### config.mk
export PLATFORM = sky130hd
export DESIGN_NAME = tx_sq_arbiter
export DESIGN_NICKNAME = d
export VERILOG_FILES = /design/src/rtl/tx_sq_arbiter.sv
export SDC_FILE = /design/constraint.sdc
export NUM_CORES = 1
export LEC_CHECK = 0
export CAP_MARGIN = 20
export CORE_AREA = 2 2 137 139
export CTS_CLUSTER_SIZE = 12
export DETAILED_ROUTE_END_ITERATION = 8
export DIE_AREA = 0 0 139 141
export PLACE_DENSITY = 0.68
export SYNTH_ARGS = -nofsm -noshare
export SYNTH_HDL_FRONTEND = slang
export SYNTH_SLANG_ARGS = --single-unit
export TNS_END_PERCENT = 50
### constraint.sdc
create_clock -name iClk -period 7.4 [get_ports iClk]
set_clock_uncertainty 0.15 [all_clocks]
set_input_delay 1.85 -clock iClk [delete_from_list [all_inputs] [get_ports iClk]]
set_output_delay 1.85 -clock iClk [all_outputs]
set_load 0.02 [all_outputs]
### src/rtl/tx_sq_arbiter.sv
// ---------------------------------------------------------------------------
// tx_sq_arbiter
//
// Packet-granular round-robin arbiter. It merges NUM_SQ send-queue
// AXI-stream inputs into the single stream that feeds the TX datapath. Once
// a queue is granted, it keeps the grant from the first beat of a message
// through its TLAST beat. Every completed message is reported with its queue
// ID and beat count.
//
// Optional feature: define TX_SQ_ARB_PRIO_EN to give queue 0 strict priority.
// Round-robin then runs only over queues 1..NUM_SQ-1.
//
// Parameters
//   NUM_SQ     number of send-queue requesters (2..16)
//   DATA_W     stream data width
//   MAX_BEATS  beat-count saturation value
//   QID_W      derived queue-ID width
//   CNT_W      derived beat-count width
//
// Ports
//   iClk        clock, rising edge
//   iRst        asynchronous active-low reset
//   iSQ_TDATA   flattened per-queue data, queue k at [k*DATA_W +: DATA_W]
//   iSQ_TVALID  per-queue valid
//   iSQ_TLAST   per-queue end of message
//   oSQ_TREADY  per-queue ready (only the granted queue, only in XFER)
//   oTX_TDATA   merged data
//   oTX_TVALID  merged valid
//   oTX_TLAST   merged last
//   iTX_TREADY  downstream ready
//   oTX_QID     granted queue ID (meaningful while oTX_TVALID=1)
//   oMSG_DONE   one-cycle pulse after a TLAST beat is accepted
//   oMSG_QID    queue ID of the last completed message (held)
//   oMSG_BEATS  saturated beat count of the last completed message (held)
//   oBUSY       high while a message is being transferred
// ---------------------------------------------------------------------------
module tx_sq_arbiter #(
  parameter  int NUM_SQ    = 4,
  parameter  int DATA_W    = 64,
  parameter  int MAX_BEATS = 256,
  localparam int QID_W     = $clog2(NUM_SQ),
  localparam int CNT_W     = $clog2(MAX_BEATS + 1)
) (
  input  logic                     iClk,
  input  logic                     iRst,
  input  logic [NUM_SQ*DATA_W-1:0] iSQ_TDATA,
  input  logic [NUM_SQ-1:0]        iSQ_TVALID,
  input  logic [NUM_SQ-1:0]        iSQ_TLAST,
  output logic [NUM_SQ-1:0]        oSQ_TREADY,
  output logic [DATA_W-1:0]        oTX_TDATA,
  output logic                     oTX_TVALID,
  output logic                     oTX_TLAST,
  input  logic                     iTX_TREADY,
  output logic [QID_W-1:0]         oTX_QID,
  output logic                     oMSG_DONE,
  output logic [QID_W-1:0]         oMSG_QID,
  output logic [CNT_W-1:0]         oMSG_BEATS,
  output logic                     oBUSY
);

  localparam int unsigned NQ = NUM_SQ;

  typedef enum logic {
    IDLE = 1'b0,
    XFER = 1'b1
  } state_t;

  state_t           state, state_nxt;
  logic [QID_W-1:0] grant, grant_nxt;
  logic [QID_W-1:0] rr_ptr, rr_ptr_nxt;
  logic [QID_W-1:0] winner;
  logic             found;
  logic [CNT_W-1:0] beat_cnt, beat_cnt_nxt, cnt_inc;
  logic             msg_done;
  logic [QID_W-1:0] msg_qid;
  logic [CNT_W-1:0] msg_beats;
  logic             accept;
  logic             last_accept;
  logic [QID_W-1:0] grant_succ;

  // Winner selection: the first valid queue at or above rr_ptr, with wrap.
  always_comb begin
    winner = '0;
    found  = 1'b0;
`ifdef TX_SQ_ARB_PRIO_EN
    if (iSQ_TVALID[0]) begin
      found = 1'b1;
    end else begin
      // The ring excludes queue 0. A pointer of 0 (reset) starts at queue 1.
      for (int unsigned i = 0; i < NQ - 1; i++) begin
        int unsigned base;
        int unsigned idx;
        logic [QID_W-1:0] cand;
        base = 32'(rr_ptr);
        if (base == 0) base = 1;
        idx  = 1 + ((base - 1 + i) % (NQ - 1));
        cand = QID_W'(idx);
        if (!found && iSQ_TVALID[cand]) begin
          winner = cand;
          found  = 1'b1;
        end
      end
    end
`else
    for (int unsigned i = 0; i < NQ; i++) begin
      int unsigned idx;
      logic [QID_W-1:0] cand;
      idx  = (32'(rr_ptr) + i) % NQ;
      cand = QID_W'(idx);
      if (!found && iSQ_TVALID[cand]) begin
        winner = cand;
        found  = 1'b1;
      end
    end
`endif
  end

  // Pointer value to use after the current grant completes.
  always_comb begin
`ifdef TX_SQ_ARB_PRIO_EN
    if (grant == '0) begin
      grant_succ = rr_ptr;
    end else if (grant == QID_W'(NUM_SQ - 1)) begin
      grant_succ = QID_W'(1);
    end else begin
      grant_succ = grant + 1'b1;
    end
`else
    if (grant == QID_W'(NUM_SQ - 1)) begin
      grant_succ = '0;
    end else begin
      grant_succ = grant + 1'b1;
    end
`endif
  end

  // Output pass-through: it is combinational from the granted queue while in
  // XFER, and all zero in IDLE.
  always_comb begin
    oSQ_TREADY = '0;
    oTX_TDATA  = '0;
    oTX_TVALID = 1'b0;
    oTX_TLAST  = 1'b0;
    oTX_QID    = '0;
    if (state == XFER) begin
      oTX_TDATA         = iSQ_TDATA[grant*DATA_W +: DATA_W];
      oTX_TVALID        = iSQ_TVALID[grant];
      oTX_TLAST         = iSQ_TLAST[grant];
      oTX_QID           = grant;
      oSQ_TREADY[grant] = iTX_TREADY;
    end
  end

  assign accept      = oTX_TVALID & iTX_TREADY;
  assign last_accept = accept & oTX_TLAST;

  // The count sticks at MAX_BEATS and never forces an end of message.
  assign cnt_inc = (beat_cnt == CNT_W'(MAX_BEATS)) ? beat_cnt : beat_cnt + 1'b1;

  always_comb begin
    state_nxt    = state;
    grant_nxt    = grant;
    rr_ptr_nxt   = rr_ptr;
    beat_cnt_nxt = beat_cnt;
    case (state)
      IDLE: begin
        if (found) begin
          grant_nxt    = winner;
          beat_cnt_nxt = '0;
          state_nxt    = XFER;
        end
      end
      XFER: begin
        if (accept) beat_cnt_nxt = cnt_inc;
        if (last_accept) begin
          rr_ptr_nxt = grant_succ;
          state_nxt  = IDLE;
        end
      end
      default: state_nxt = IDLE;
    endcase
  end

  always_ff @(posedge iClk or negedge iRst) begin
    if (!iRst) begin
      state     <= IDLE;
      grant     <= '0;
      rr_ptr    <= '0;
      beat_cnt  <= '0;
      msg_done  <= 1'b0;
      msg_qid   <= '0;
      msg_beats <= '0;
    end else begin
      state    <= state_nxt;
      grant    <= grant_nxt;
      rr_ptr   <= rr_ptr_nxt;
      beat_cnt <= beat_cnt_nxt;
      msg_done <= last_accept;
      if (last_accept) begin
        msg_qid   <= grant;
        msg_beats <= cnt_inc;
      end
    end
  end

  assign oMSG_DONE  = msg_done;
  assign oMSG_QID   = msg_qid;
  assign oMSG_BEATS = msg_beats;
  assign oBUSY      = (state == XFER);

endmodule
# After elaboration in Yosys (flattened, before gate mapping)
# Cells that the tools add are included.
[totals] ff_bits=26 latch_bits=0 mem_bits_rw=0 mem_bits_ro=0 input_bits=267 output_inout_bits=85 wordCells=72 memories=0
[op_classes] addsub=5 n_mul=0 div=0 n_lt_le_gt_ge=6 n_eq_ne=4 shift=1 n_mux=35 n_bitwise=4 reduce_logical=10
[op_table] cell="$shiftx A256 B9 Y64" count=1
[op_table] cell="$mux W64" count=1
[op_table] cell="$mux W9" count=3
[op_table] cell="$pmux W9 S2" count=1
[op_table] cell="$lt A2 B3 Y1 const B" count=5
[op_table] cell="$mux W1" count=15
[op_table] cell="$bmux W1 S2" count=6
[op_table] cell="$mux W2" count=6
[op_table] cell="$add A9 B1 Y9 const B" count=1
[op_table] cell="$eq A9 B9 Y1 const B" count=1
[op_table] cell="$reduce_and A2 Y1" count=3
[op_table] cell="$add A2 B1 Y2 const B" count=2
[op_table] cell="$add A2 B2 Y2 const B" count=2
[op_table] cell="$and A4 B4 Y4" count=1
[op_table] cell="$logic_and A1 B1 Y1" count=4
[op_table] cell="$mux W4" count=1
[op_table] cell="$logic_not A1 Y1" count=3
[op_table] cell="$and A1 B1 Y1" count=2
[op_table] cell="$demux W1 S2" count=1
[op_table] cell="$eq A2 B2 Y1 const B" count=1
[op_table] cell="$ge A2 B1 Y1 const B" count=1
[op_table] cell="$ne A2 B1 Y1 const B" count=1
[op_table] cell="$ne A2 B2 Y1 const B" count=1
[op_table] cell="$pmux W1 S2" count=1
[op_table] cell="$not A1 Y1" count=1

# Logic depth before layout (Yosys ltp)
# Gate-level depths: netlist of run 1.
[logic_depth] depth_word=14 mapped_depth=6 ltp_nobuf=6

# Least setup slack after synthesis of run 1
# OpenSTA, ideal clock, no wires.
[synth_timing] path_type="input to output" from="input port iSQ_TVALID[3]" to="output port oTX_TVALID" arrival_time_ns=2.562 t_required_ns=5.400 slack_ns=2.838 path_stages=2 cell_sequence="mux4_2 > and2_1"
[synth_via] elab_chain_len=3
[synth_lines] item="start: declaration" line="47" text="input logic [NUM_SQ-1:0] iSQ_TVALID,"
[synth_lines] item="$bmux W1 S2" line="147" text="oTX_TVALID = iSQ_TVALID[grant];"
[synth_lines] item="$mux W1 (not written as such)" line="147"
[synth_lines] item="$mux W1" line="145" text="if (state == XFER) begin"
[synth_lines] item="end: declaration" line="51" text="output logic oTX_TVALID,"
# Every way passes these cells. The select of a mux whose other input is x is not followed.

# Worst setup path in the final report of run 1
[layout_timing] from="input port iSQ_TVALID[0]" to="output port oTX_TVALID"
# Same word-level chain as after synthesis.

==> flow_summary.ini, run 1 <==
[timing]
worst_slack_ps = 1810
max_slew_margin_pct = 39.6
hold_violations = 0
setup_viol = 0
final.period_utilization_pct = 75.5
drv_slew = 0
layout_min_cycle_time_ps = 5590
fmax_ghz = 0.179
tightest_slew_ps = 906
fin_setup_tns_ps = 0
rsz0062_at_grt = false

[detailed_routing]
drc = 0
antenna_left = 0
viasPerCell = 4.43
drtIter0Drc = 127
routed_wl_mm = 16.4
num_vias = 3840
firstDrtPassIters = 4
wl_per_cell_um = 18.9

[logic_synthesis]
synth.ff_latch_count = 26
avgSynthCellArea_um2 = 11.2
netlist_instances = 301
synth.distinct_cells = 32
yosysMostFrequentCell = and2_1
synth-main-ff-cell = dfrtp_1
yosysTopAreaCellShare_pct = 44.1
ys_top_cells_by_area = mux4_2 44%, dfrtp_1 19%, and2_1 13%, o21ai_0 2.5%, ha_1 2.2%
synth-seq-area-share_pct = 19.3
synth.largest_area_cell = mux4_2
async_reset_ff_share_pct = 100
synth-edff-count = 0
syn_nets = 574
syn_area_um2 = 3370
yosys_warnings = 0
ys_top_cells_by_count = 70 x and2_1, 66 x mux4_2, 26 x dfrtp_1

[clock_network]
cts_buffers = 3
cts_root_buf = clkbuf_16
path_clk_slew_ps = 70
clk_path_buf_depth = 2
clock-sinks = 26
post_cts_buffers = 0
holdBufCountCts = 0
cts_tree = yes
htree_levels = 1
insertion_delay_ps = 260
post_cts_resized = 0

[global_route]
global_route.usage.met1_pct = 19.6
grt_max_degree = 75
grt_overflow_total = 0
grtUsageMet2_pct = 27.7
grt-busiest-layer = met2
grt_util_all_layers_pct = 15.7
antenna_found_initial = 1
grt_pass1_wl_mm = 23.8
grt_pass1_vias = 4016
use_met3_pct = 5.10

[power_and_ir_drop]
totalPowerFinal_mw = 2.20
switching_share_pct = 42.4
vdd.ir_drop.worst_uv = 191
p_leak_nw = 2.65
p_int_mw = 1.27
power_density_nw_per_um2 = 306
p_sw_mw = 0.934
seq_power_share_pct = 14.4
clkPwrFrac_pct = 7.2
p_comb_share_pct = 78.5

[finish]
layout.nets = 906
area_delta_synth_final_pct = 114
drive_gt1_share_pct = 12.8

[worst_setup_path]
cpPeakStageDelay_ps = 540
critPathCaptureType = output pin
path_cells = clkdlybuf4s50_1 > mux4_2 > and2_1 > clkdlybuf4s50_1
worstPathRequired_ps = 5400
r2r_slack_ps = 4120
cp_max_fo = 6
crit_path_start_kind = input pin
path_class = in -> out
ff2ff_path_depth = 5
cp_common_cell = clkdlybuf4s50_1
crit_path_top_delay_cell = mux4_2
arrival_ps = 3590

[die]
die_h_um = 141
die_w_um = 139
die_area_um2 = 19600
io_pins = 352
initial_utilization_pct = 18.4
fp.coreArea_um2 = 18300
rows = 50

[placed_design]
routabilityCongestion = 0.803
post-place-ws_ps = 1800
numPortBuffers = 351
dp_hpwl_mm = 13.7

[status]
status = completed

[hold_path]
hold_path_class = reg -> reg
min_path_cells = 2

[job]
maxCapViolCount = 0
[final timing paths]
path | from | endpoint
max in group asynchronous | iRst | grant[0]$_DFFE_PN0P_
hold reg to reg | oMSG_BEATS[3]$_DFFE_PN0P_ | oMSG_BEATS[3]$_DFFE_PN0P_
min in group asynchronous | iRst | rr_ptr[0]$_DFFE_PN0P_
setup / recovery | iSQ_TVALID[0] | oTX_TVALID
hold / removal | oMSG_BEATS[3]$_DFFE_PN0P_ | oMSG_BEATS[3]$_DFFE_PN0P_
setup reg to reg | grant[1]$_DFFE_PN0P_ | rr_ptr[0]$_DFFE_PN0P_
[through the flow]
stage	utilization (%)	instances	area, um2	hold slack (ps)
3_5_place_dp	38.7	861	7080	320
2_1_floorplan	-	301	3370	354
5_1_grt	39.4	867	7200	353
3_3_place_gp	38.7	861	7080	315
4_1_cts	39.3	865	7180	335
6_report	39.4	867	7200	330
[cell families (layout without fill, tap and decap cells)]
| logic type | after synthesis | in the layout | share of synthesized area (%) |
|---|---|---|---|
| other | 0 | 1 | 0 |
| adders and majority gates | 6 | 6 | 2.23 |
| buffers and inverters | 39 | 370 | 5.13 |
| DFF | 26 | 26 | 19.3 |
| and+or+nand+nor | 123 | 123 | 20.9 |
| xor gates and xnor gates | 6 | 6 | 1.56 |
| muxes | 71 | 71 | 45.7 |
| AOI/OAI and AO/OA | 30 | 30 | 5.16 |
[layer usage]
metal / share of wire, % / up-vias / wire length [um]
met5: 0 / - / 0
met4: 0.40 / 0 / 66
met3: 9.1 / 4 / 1490
met2: 51 / 200 / 8350
met1: 40 / 1828 / 6480
li1: - / 1808 / -
[cell usage in the layout, fill, tap and decap left out, types with 2 or more instances in the layout]
master,count
a21o_1,2
a21oi_1,6
and2_1,70
and3_1,7
buf_4,4
clkbuf_16,3
clkdlybuf4s50_1,351
dfrtp_1,23
dfrtp_2,2
ha_1,6
inv_1,10
mux2_2,2
mux2i_1,3
mux4_2,66
nand2_1,18
nand3_1,12
nor2_1,3
nor2b_1,2
nor3_1,2
nor4b_1,2
o21ai_0,17
or3_1,3
xnor2_1,4
xor2_1,2
[critical path, delay by kind of cell]
kind	cells	cell delay, ps
buf+inv	2	1030
simple gates	1	180
mux	1	540
[area by class of cell]
type | instances | area, um2
inverter | 10 | 37.5
fill | 1769 | 11100
clock buffer | 3 | 75.1
sequential | 26 | 657
timing repair buffer | 356 | 3560
tap | 234 | 293
clock inverter | 1 | 30.0
antenna | 1 | 2.50
multi-input combinational | 236 | 2540
[power by group through the flow]
| stage | sequential (mW) | clock [mW] | combinational (mW) |
|---|---|---|---|
| after floorplan | 0.229 | 0 | 1.04 |
| after global placement | 0.342 | 0 | 1.71 |
| after detailed placement | 0.344 | 0 | 1.71 |
| after CTS | 0.342 | 0.159 | 1.72 |
| after global routing | 0.339 | 0.165 | 1.84 |
| final | 0.316 | 0.158 | 1.73 |
[sequential cells by signal (all words and copies together) (netlist names)]
| name | flops |
|---|---|
| grant | 2 |
| oBUSY | 1 |
| oMSG_QID | 2 |
| oMSG_DONE | 1 |
| oMSG_BEATS | 9 |
| rr_ptr | 2 |
| beat_cnt | 9 |
Note: power is estimated with default switching activity, not from simulation.
==> run 2, diff against run 1 <==
- CORE_AREA: 2 2 137 139 -> 2 2 138 140
- DIE_AREA: 0 0 139 141 -> 0 0 140 142
- clock period: 7.4 -> 5.2 ns (I/O delays scaled with it)
==> flow_summary.ini, run 2 (same netlist as run 1, synthesis figures left out) <==
[status]
status = finished with violations
violations = DRC

[clock_network]
clk_path_buf_depth = 2
post_cts_buffers = 0
clock-sinks = 26
cts_buffers = 3
cts_root_buf = clkbuf_16
cts_tree = yes
path_clk_slew_ps = 60
insertion_delay_ps = 260
holdBufCountCts = 0
htree_levels = 1
post_cts_resized = 0

[worst_setup_path]
cpPeakStageDelay_ps = 530
crit_path_start_kind = input pin
cp_max_fo = 6
path_cells = clkdlybuf4s50_1 > mux4_2 > and2_1 > clkdlybuf4s50_1
crit_path_top_delay_cell = clkdlybuf4s50_1
critPathCaptureType = output pin
crit_start = iSQ_TVALID[0]
cp_common_cell = clkdlybuf4s50_1
path_class = in -> out
critPathTopFamily = buffers and inverters
rr_startpoint = grant[1]$_DFFE_PN0P_
critPathBufInv = 2
worstPathRequired_ps = 3750
arrival_ps = 3010

[detailed_routing]
drc = 22
wl_met2_mm = 8.38
num_vias = 3920
drt-met1-wl_mm = 5.98
wl_met3_mm = 1.57
top_layer = met4
viasPerCell = 4.52
routed_wl_mm = 16.1
drtIter0Drc = 178
wl_per_cell_um = 18.5
firstDrtPassIters = 7
antenna_left = 0

[die]
rows = 50
die_h_um = 142
fp.coreArea_um2 = 18500
io_pins = 352
die_area_um2 = 19900
initial_utilization_pct = 18.3
die_w_um = 140

[timing]
rsz0062_at_grt = false
tightest_slew_ps = 776
final.period_utilization_pct = 85.9
fmax_ghz = 0.224
whs_ps = 330
layout_min_cycle_time_ps = 4460
fin_setup_tns_ps = 0
max_slew_margin_pct = 48.1
drv_slew = 0
hold_violations = 0
setup_viol = 0

[global_route]
grt_max_degree = 75
grt_pass1_wl_mm = 22.9
grt_overflow_total = 0
antenna_found_initial = 0
grt_pass1_vias = 3905
grt_util_all_layers_pct = 15.0

[finish]
final_cell_mix = 351 x clkdlybuf4s50_1, 70 x and2_1, 66 x mux4_2, 23 x dfrtp_1, 18 x nand2_1
area_delta_synth_final_pct = 114
post-route-cell-area_um2 = 7210
fin_cells = 868
drive_gt1_share_pct = 12.9
layout_commonest_cell = clkdlybuf4s50_1
layout.nets = 908
diodes = 0

[placed_design]
place_area_um2 = 7120
routabilityCongestion = 0.793
place_inst = 863
dp_hpwl_mm = 13.5
numPortBuffers = 351

[power_and_ir_drop]
power_density_nw_per_um2 = 428
p_leak_nw = 2.66
vdd.ir_drop.worst_uv = 197

[job]
maxCapViolCount = 0

[hold_path]
hold_path_class = reg -> reg
hp-start = oMSG_QID[1]$_DFFE_PN0P_
[run 2: path summary, 6_finish.rpt]
check	endpoint	slack [ps]	cells after the start
max reg2reg	rr_ptr[0]$_DFFE_PN0P_	2390	5
min in group asynchronous	rr_ptr[0]$_DFFE_PN0P_	1250	2
max	oTX_TVALID	740	4
max in group asynchronous	grant[0]$_DFFE_PN0P_	3360	2
min	oMSG_QID[1]$_DFFE_PN0P_	330	2
min reg2reg	oMSG_QID[1]$_DFFE_PN0P_	330	2
[run 2: routing by layer]
layer / track usage, % / vias to the layer above
li1: - / 1820
met1: 17.8 / 1872
met2: 27.5 / 220
met3: 4.64 / 8
met4: 1.75 / 0
met5: 0 / -
[run 2: stage by stage]
| stage | power [mW] | util, % | setup slack [ps] |
|---|---|---|---|
| 6_report | 3.09 | 39.1 | 735 |
| 5_1_grt | 3.29 | 39.1 | 654 |
| 4_1_cts | 3.12 | 39.0 | 725 |
| 3_5_place_dp | 2.93 | 38.6 | 725 |
| 3_3_place_gp | 2.93 | 38.6 | 736 |
| 2_1_floorplan | 1.80 | - | 1740 |
[run 2: where the power goes]
group          internal, mW  leakage, nW  switching, mW
combinational          1.42         2.28           1.10
clock                 0.105       0.0382         0.0684
sequential            0.256        0.339          0.137
total                  1.78         2.66           1.31
[run 2: final cells by class]
cell class | count | area, um2
tap | 234 | 293
inverter | 10 | 37.5
fill | 1820 | 11200
sequential | 26 | 657
clock buffer | 4 | 78.8
multi-input combinational | 236 | 2540
timing repair buffer | 358 | 3600
[run 2: worst register-to-register path: stages, from the launching register on]
cell	delay, ps
dfrtp_2	580
buf_4	430
mux4_2	380
nand3_1	570
or3_1	540
o21ai_0	90
